File: src/rtl/ab_burst_sched.sv
// -----------------------------------------------------------------------------
// ab_burst_sched
//   Time-shares one two-input serial detector (a/b in, y out, active-high reset)
//   among NREQ requesters. Requesters stream bursts of (a,b) symbols using a
//   valid/last handshake. The block grants requesters round-robin and holds the
//   detector in reset between bursts. It steers the granted stream into the
//   detector and returns the detector's y result to the winner.
//
//   Ports
//     Clk          rising-edge clock
//     Rst          asynchronous active-low reset
//     req_i        per-requester burst request (level)
//     sym_valid_i  per-requester symbol valid
//     sym_a_i      per-requester symbol bit a
//     sym_b_i      per-requester symbol bit b
//     sym_last_i   per-requester last-symbol flag
//     sym_ready_o  one-hot ready to the granted requester (ARM/STREAM only)
//     gnt_o        one-hot registered grant
//     det_a_o      detector input a
//     det_b_o      detector input b
//     det_rst_o    detector reset, active high
//     det_y_i      detector output y (Moore, reflects symbol of previous edge)
//     done_o       one-cycle pulse to the granted requester at burst close
//     res_y_o      y after the last symbol (valid with done_o)
//     res_any_o    y seen high anywhere in the burst (valid with done_o)
//     err_o        burst closed by a bubble or length overflow (valid with done_o)
//     busy_o       scheduler not idle
// -----------------------------------------------------------------------------
module ab_burst_sched #(
  parameter int NREQ    = 4,
  parameter int CLR_CYC = 1,
  parameter int MAXLEN  = 16
) (
  input  logic            Clk,
  input  logic            Rst,
  input  logic [NREQ-1:0] req_i,
  input  logic [NREQ-1:0] sym_valid_i,
  input  logic [NREQ-1:0] sym_a_i,
  input  logic [NREQ-1:0] sym_b_i,
  input  logic [NREQ-1:0] sym_last_i,
  output logic [NREQ-1:0] sym_ready_o,
  output logic [NREQ-1:0] gnt_o,
  output logic            det_a_o,
  output logic            det_b_o,
  output logic            det_rst_o,
  input  logic            det_y_i,
  output logic [NREQ-1:0] done_o,
  output logic            res_y_o,
  output logic            res_any_o,
  output logic            err_o,
  output logic            busy_o
);

  localparam int IDW = (NREQ > 1) ? $clog2(NREQ) : 1;
  localparam int CW  = $clog2(MAXLEN + 1);
  localparam int CCW = (CLR_CYC > 1) ? $clog2(CLR_CYC) : 1;

  typedef enum logic [2:0] {
    S_IDLE, S_CLEAR, S_ARM, S_STREAM, S_DRAIN, S_DONE
  } state_t;

  state_t         state;
  logic [IDW-1:0] g;          // index of the granted requester
  logic [IDW-1:0] rr_ptr;     // highest-priority requester for the next grant
  logic [CW-1:0]  cnt;        // symbols accepted in the current burst
  logic [CCW-1:0] clr_cnt;
  logic           acc_any;    // running OR of sampled y
  logic           acc_err;    // overflow seen, reported at DONE

  // Round-robin pick: first requester at or above rr_ptr, wrapping.
  logic           pick_valid;
  logic [IDW-1:0] pick_idx;
  logic [IDW-1:0] scan_idx;

  // NOTE: every variable written in always_comb gets a default first, so no
  // path can leave it unassigned and infer a latch.
  always_comb begin
    pick_valid = 1'b0;
    pick_idx   = '0;
    scan_idx   = '0;
    for (int i = 0; i < NREQ; i++) begin
      scan_idx = IDW'((int'(rr_ptr) + i) % NREQ);
      if (!pick_valid && req_i[scan_idx]) begin
        pick_valid = 1'b1;
        pick_idx   = scan_idx;
      end
    end
  end

  logic sel_req, sel_valid, sel_last, in_xfer, accept;

  assign sel_req   = req_i[g];
  assign sel_valid = sym_valid_i[g];
  assign sel_last  = sym_last_i[g];
  assign in_xfer   = (state == S_ARM) || (state == S_STREAM);
  assign accept    = in_xfer && sel_valid;

  assign sym_ready_o = in_xfer ? gnt_o : '0;
  assign det_a_o     = accept & sym_a_i[g];
  assign det_b_o     = accept & sym_b_i[g];
  assign done_o      = (state == S_DONE) ? gnt_o : '0;
  assign busy_o      = (state != S_IDLE);

  // The detector runs only while a burst is moving; in ARM it leaves reset
  // exactly on the edge that takes the first symbol.
  always_comb begin
    det_rst_o = 1'b1;
    case (state)
      S_ARM:             det_rst_o = !sel_valid;
      S_STREAM, S_DRAIN: det_rst_o = 1'b0;
      default:           det_rst_o = 1'b1;
    endcase
  end

  // NOTE: sequential state uses non-blocking assignments so every register
  // samples pre-edge values regardless of statement order.
  always_ff @(posedge Clk or negedge Rst) begin
    if (!Rst) begin
      state     <= S_IDLE;
      gnt_o     <= '0;
      g         <= '0;
      rr_ptr    <= '0;
      cnt       <= '0;
      clr_cnt   <= '0;
      acc_any   <= 1'b0;
      acc_err   <= 1'b0;
      res_y_o   <= 1'b0;
      res_any_o <= 1'b0;
      err_o     <= 1'b0;
    end else begin
      case (state)
        S_IDLE: begin
          if (pick_valid) begin
            g       <= pick_idx;
            gnt_o   <= NREQ'(1) << pick_idx;
            clr_cnt <= '0;
            state   <= S_CLEAR;
          end
        end

        S_CLEAR: begin
          if (!sel_req) begin
            gnt_o <= '0;
            state <= S_IDLE;
          end else if (clr_cnt == CCW'(CLR_CYC - 1)) begin
            state <= S_ARM;
          end else begin
            clr_cnt <= clr_cnt + 1'b1;
          end
        end

        S_ARM: begin
          if (sel_valid) begin
            cnt     <= CW'(1);
            acc_any <= 1'b0;
            acc_err <= 1'b0;
            if (sel_last) begin
              state <= S_DRAIN;
            end else if (MAXLEN == 1) begin
              acc_err <= 1'b1;
              state   <= S_DRAIN;
            end else begin
              state <= S_STREAM;
            end
          end else if (!sel_req) begin
            gnt_o <= '0;
            state <= S_IDLE;
          end
        end

        // req_i is ignored here: once streaming, the burst is framed by last.
        S_STREAM: begin
          acc_any <= acc_any | det_y_i;
          if (sel_valid) begin
            if (sel_last) begin
              state <= S_DRAIN;
            end else begin
              cnt <= cnt + 1'b1;
              if (cnt == CW'(MAXLEN - 1)) begin
                acc_err <= 1'b1;
                state   <= S_DRAIN;
              end
            end
          end else begin
            // Bubble: the stream broke, so there is no meaningful final y.
            res_y_o   <= 1'b0;
            res_any_o <= acc_any | det_y_i;
            err_o     <= 1'b1;
            state     <= S_DONE;
          end
        end

        // y now reflects the final symbol taken on the previous edge.
        S_DRAIN: begin
          res_y_o   <= det_y_i;
          res_any_o <= acc_any | det_y_i;
          err_o     <= acc_err;
          state     <= S_DONE;
        end

        S_DONE: begin
          rr_ptr <= (g == IDW'(NREQ - 1)) ? '0 : g + 1'b1;
          gnt_o  <= '0;
          state  <= S_IDLE;
        end

        default: state <= S_IDLE;
      endcase
    end
  end

endmodule
File: config.mk
export PLATFORM = sky130hd
export DESIGN_NAME = ab_burst_sched
export DESIGN_NICKNAME = d
export VERILOG_FILES = /design/src/rtl/ab_burst_sched.sv
export SDC_FILE = /design/constraint.sdc
export NUM_CORES = 1
export LEC_CHECK = 0
export ABC_CLOCK_PERIOD_IN_PS = 2280
export CAP_MARGIN = 25
export CORE_MARGIN = 5
export CORE_UTILIZATION = 47
export CTS_CLUSTER_SIZE = 14
export DETAILED_ROUTE_END_ITERATION = 6
export PLACE_DENSITY = 0.85
export SLEW_MARGIN = 10
export SYNTH_ARGS = -nofsm -noshare
export SYNTH_HDL_FRONTEND = slang
export SYNTH_SLANG_ARGS = --single-unit
File: constraint.sdc
create_clock -name Clk -period 2.28 [get_ports Clk]
set_input_delay 0.456 -clock Clk [delete_from_list [all_inputs] [get_ports Clk]]
set_output_delay 0.456 -clock Clk [all_outputs]
set_load 0.03 [all_outputs]
==> out/metrics.yaml, run 1 <==
run_status: "complete, but fails checks"
failing_checks: "setup timing"
crit_path_arrival_time_ps: 2480
yosysWarningCount: 0
synthToLayoutAreaGrowth_pct: 37.9
grt_max_degree: 24
totalNegativeSetupSlack_ps: -2.15
netlist_top_cells_area: "sky130_fd_sc_hd__dfrtp_1 37%, sky130_fd_sc_hd__mux2_2 6.3%, sky130_fd_sc_hd__o21ai_0 4.5%"
clock_skew_ps: 4.46
synth_cell_type_count: 44
routed_wire_length_per_instance_um: 16.5
synth_area_leader_cell: "sky130_fd_sc_hd__dfrtp_1"
grt_setup_unrepaired: "true"
cp_data_required_time_ps: 2470
detailed_place_hpwl_um: 3040
grtUsageTotal_pct: 20.7
clock-sinks: 21
start_util_pct: 47.8
timing.final.crit_share_pct: 100
cts-hold-fix-buffers: 0
worst_setup_path_start_kind: "primary input"
layout_min_cycle_time_ps: 2280
die_area_um2: 4260
synth.top_cells.by_count: "21 x sky130_fd_sc_hd__dfrtp_1, 13 x sky130_fd_sc_hd__o21ai_0, 9 x sky130_fd_sc_hd__a21oi_1, 9 x sky130_fd_sc_hd__nand2_1"
die_height_um: 65.3
critPathKind: "primary input to flop"
final_non_filler_cell_area_um2: 1980
total_leakage_power_nw: 0.898
tritoncts_clock_tree: "built"
final.setup.worst_slack_ps: -2.15
synth_async_sr_flop_share_pct: 100
final_layout_size_suffix_gt1_share_pct: 21.7
detailed_place.area_um2: 1950
drtPass1Iterations: 4
overflow: 0
finalMaxSlewViolations: 0
detailedPlace.worstSlack_ps: -325
hold_viol_final: 0
max_clock_freq_mhz: 438
clock_insertion_delay_worst_skew_ps: 300
clkSlewWorstSetupHoldPaths_ps: 120
worst-path-max-fanout: 4
end_kind: "flop"
headroom_to_the_max_slew_limit_pct: 78.0
synth_top_area_share_pct: 36.6
actual_slew_at_the_worst_max_slew_pin_ps: 329
place.gp.congestion: 0.805
power.density_cell_area_nw_per_um2: 1130
synth_area_um2: 1440
first_global_vias: 1490
totalWireLength_um: 3900
drt.antenna.violating_nets: 0
flip_flop_and_latch_count_after_synthesis: 21
synth_edf_count: 0
ant_cells: 0
post_synth_inst_count: 150
vias_per_cell: 5.81
syn-num-nets: 176
grt_pass1_wl_um: 6920
fin_nets: 230
floorplan.core_area_um2: 3000
finalPower_mw: 2.24
cts.htree.levels: 1
routed-via-count: 1371
initial_drc_count: 41
ctsLongestPathBuffers: 2
ir_worst_vdd_uv: 640
number_of_drc_violations_after_detailed_routing: 0
io_buffers: 41
floorplan.rows: 20
io_pins: 42
cap_viol_max_count: 0
syn-mean-instance-area_um2: 9.57
cts_made_buffers: 3
final_setup_viols: 1
clockRootBuffer: "sky130_fd_sc_hd__clkbuf_4"
yosys_most_used_dff: "sky130_fd_sc_hd__dfrtp_1"
synth.most_common_cell: "sky130_fd_sc_hd__dfrtp_1"
antenna_violations_before_repair: 0
portion_of_the_post_synthesis_area_used_by_sequential_elements_pct: 36.6
hold_ws_ps: 481
min-delay-path-class: "primary input to asynchronous set/reset pin"
die_width_um: 65.3
## routing by layer
layer  wire [um]  part of all wire [%]  up-vias  global-route usage, %
li1            -                     -      658                      -
met1        1490                    38      664                   22.6
met2        2100                    54       39                   38.3
met3         237                   6.1       10                   5.98
met4          71                   1.8        0                   6.22
met5           0                     0        -                      0
## cell type report
| cell class | count | area [um^2] |
|---|---|---|
| clock buffer | 4 | 26.3 |
| fill | 241 | 1020 |
| inverter | 6 | 22.5 |
| multi-input combinational | 115 | 857 |
| sequential | 21 | 527 |
| tap | 33 | 41.3 |
| timing repair buffer | 57 | 505 |
## registers in the layout (all words and copies together), names as in the netlist, 2 cells and up
name and cells:
gnt_o 4, state 3, rr_ptr 2, cnt 5, g 2
## what timing repair did
action | 4_1_cts | 5_1_grt
pin swaps | 3 | 3
resized for setup | 17 | 7
setup endpoints to repair | 8 | 8
setup buffers | 1 | 0
## per-stage QoR
step           util, %  instances
3_3_place_gp      64.8        231
6_report          65.9        236
2_1_floorplan        -        150
3_5_place_dp      64.8        231
5_1_grt           65.9        236
4_1_cts           66.1        236
## worst max-delay path, cell delays in order
cell	delay [ps]
sky130_fd_sc_hd__clkdlybuf4s50_1	440
sky130_fd_sc_hd__or4_4	550
sky130_fd_sc_hd__a32oi_1	200
sky130_fd_sc_hd__a31oi_1	150
sky130_fd_sc_hd__a31oi_2	310
sky130_fd_sc_hd__mux2_2	380
## final timing paths
check	endpoint	startpoint	slack (ps)	depth (start not counted)
setup / recovery	gnt_o[3]$_DFFE_PN0P_	req_i[0]	-2	6
max in group asynchronous	g[0]$_DFFE_PN0P_	Rst	1560	2
hold / removal	cnt[0]$_DFFE_PN0P_	Rst	480	2
min in group Clk	cnt[4]$_DFFE_PN0P_	cnt[4]$_DFFE_PN0P_	500	2
setup reg to reg	cnt[3]$_DFFE_PN0P_	g[0]$_DFFE_PN0P_	350	7
hold reg to reg	cnt[4]$_DFFE_PN0P_	cnt[4]$_DFFE_PN0P_	500	2
## layout by cell type, fill, tap and decap left out, drive strengths merged, types with 8 or more instances in the layout
cell type      synthesis  final
nand2                 10     10
and3                   8      8
a21oi                  9      9
dfrtp                 21     21
nor2                   8      8
mux2                   8      8
dlygate4sd2            0      8
buf                    4     23
o21ai                 13     13
clkdlybuf4s50          0     26
## where the power goes
part | switching [mW] | leakage [nW] | total [mW] | internal (mW)
clock | 0.110 | 0.0150 | 0.178 | 0.0681
sequential | 0.132 | 0.269 | 0.633 | 0.501
combinational | 0.763 | 0.614 | 1.43 | 0.666
total | 1.00 | 0.898 | 2.24 | 1.24
## logic make-up after synthesis
kind of cell	synth area share [%]
AND/OR/NAND/NOR	23.7
buffers and inverters	4.36
multiplexers	15.9
flip-flops	36.6
AO/OA/AOI/OAI	16.8
adder cells (fa/ha/maj)	2.62
Power figures use the tool's default switching activity.
==> run 2: changes to the inputs <==
--- a/config.mk
+++ b/config.mk
@@ -12,6 +12,7 @@
 export CTS_CLUSTER_SIZE = 14
 export DETAILED_ROUTE_END_ITERATION = 6
 export PLACE_DENSITY = 0.85
+export SETUP_SLACK_MARGIN = 0.05
 export SLEW_MARGIN = 10
 export SYNTH_ARGS = -nofsm -noshare
 export SYNTH_HDL_FRONTEND = slang
==> out/metrics.yaml, run 2 (synthesis gave the netlist of run 1 again) <==
drt.antenna.violating_nets: 0
overflow: 0
crit_path_arrival_time_ps: 2430
highest_layer: "met4"
floorplan.rows: 20
finalMaxSlewViolations: 0
grt_pass1_wl_um: 7000
final_layout_size_suffix_gt1_share_pct: 23.4
fin_nets: 232
ir_worst_vdd_uv: 642
detailroute.wirelength.met2_um: 2140
layout_min_cycle_time_ps: 2240
grtUsageTotal_pct: 20.9
critPathKind: "primary input to flop"
detailed_place_hpwl_um: 3040
clock-sinks: 21
start_util_pct: 47.8
top_library_cells_by_usage_in_the_layout_fill_and_taps_aside: "25 x sky130_fd_sc_hd__clkdlybuf4s50_1, 21 x sky130_fd_sc_hd__buf_4, 20 x sky130_fd_sc_hd__dfrtp_1"
routed-via-count: 1392
hold_ws_ps: 478
largest_reg_flops: 5
route.met3.wl_um: 212
grt_max_degree: 24
routed_wire_length_per_instance_um: 16.6
antenna_violations_before_repair: 0
hold_viol_final: 0
layout_commonest_cell: "sky130_fd_sc_hd__clkdlybuf4s50_1"
worst-path-max-fanout: 4
io_pins: 42
ant_cells: 0
fin_util_pct: 67.0
max_clock_freq_mhz: 447
worst_setup_path_start_kind: "primary input"
end_kind: "flop"
final_non_filler_cell_area_um2: 2010
io_buffers: 41
die_width_um: 65.3
synthToLayoutAreaGrowth_pct: 40.2
actual_slew_at_the_worst_max_slew_pin_ps: 328
cts_made_buffers: 3
placedCellCount: 231
clock_skew_ps: 6.21
tritoncts_clock_tree: "built"
die_height_um: 65.3
number_of_drc_violations_after_detailed_routing: 0
detailed_place.area_um2: 1950
wirelength_met1_um: 1540
clock_insertion_delay_worst_skew_ps: 300
first_global_vias: 1488
initial_drc_count: 55
cap_viol_max_count: 0
max_flop_register: "cnt"
cp_data_required_time_ps: 2480
timing.final.crit_share_pct: 98.1
final_setup_viols: 0
power.density_cell_area_nw_per_um2: 1150
place.gp.congestion: 0.805
grt_setup_unrepaired: "true"
floorplan.core_area_um2: 3000
clockRootBuffer: "sky130_fd_sc_hd__clkbuf_4"
ctsLongestPathBuffers: 2
totalWireLength_um: 3950
min-delay-path-class: "primary input to asynchronous set/reset pin"
drtPass1Iterations: 4
finalPower_mw: 2.31
clkSlewWorstSetupHoldPaths_ps: 120
run_status: "finished, final reports clean"
die_area_um2: 4260
layout.cells.non_filler: 238
headroom_to_the_max_slew_limit_pct: 78.1
vias_per_cell: 5.85
reg_top3: "cnt x5, gnt_o x4, state x3"
cts.htree.levels: 1
total_leakage_power_nw: 0.914
[run 2: repair_timing]
item | CTS | global route
pin swaps | 5 | 2
hold buffers | 0 | 0
gates resized for setup | 22 | 10
setup endpoints to repair | 11 | 11
buffers inserted | 3 | 0
[run 2: stage by stage]
step           setup TNS, ps  setup WS [ps]
5_1_grt                -32.5          -32.5
2_1_floorplan              0            305
3_3_place_gp           -1400           -272
4_1_cts                    0           8.14
6_report                   0           44.3
3_5_place_dp           -1960           -325
[run 2: area by class of cell]
class,count,area [um^2]
Fill cell,235,991
Multi-Input combinational cell,115,866
Timing Repair Buffer,59,529
Sequential cell,21,527
Tap cell,33,41.3
Clock buffer,4,26.3
Inverter,6,22.5
[run 2: where the power goes]
part | leakage (nW) | switching [mW] | internal, mW
combinational | 0.630 | 0.786 | 0.713
sequential | 0.269 | 0.132 | 0.501
clock | 0.0150 | 0.112 | 0.0681
[run 2: critical path: stages]
cell,delay (ps)
sky130_fd_sc_hd__clkdlybuf4s50_1,430
sky130_fd_sc_hd__or4_4,560
sky130_fd_sc_hd__a32oi_2,190
sky130_fd_sc_hd__a31oi_1,130
sky130_fd_sc_hd__a31oi_2,170
sky130_fd_sc_hd__buf_4,170
sky130_fd_sc_hd__mux2_2,330
[run 2: final timing paths]
kind | startpoint | to | slack [ps] | cells after the start
max | req_i[2] | gnt_o[0]$_DFFE_PN0P_ | 40 | 7
min | Rst | cnt[0]$_DFFE_PN0P_ | 480 | 2
max reg2reg | g[0]$_DFFE_PN0P_ | gnt_o[2]$_DFFE_PN0P_ | 330 | 7
min reg2reg | cnt[4]$_DFFE_PN0P_ | cnt[4]$_DFFE_PN0P_ | 500 | 2
max in group asynchronous | Rst | g[0]$_DFFE_PN0P_ | 1560 | 2
min in group Clk | cnt[4]$_DFFE_PN0P_ | cnt[4]$_DFFE_PN0P_ | 500 | 2
[run 2: routing by layer]
| metal | vias up | track usage [%] |
|---|---|---|
| met5 | - | 0 |
| met4 | 0 | 5.96 |
| met3 | 8 | 5.98 |
| met2 | 44 | 38.4 |
| met1 | 678 | 23.2 |
| li1 | 662 | - |
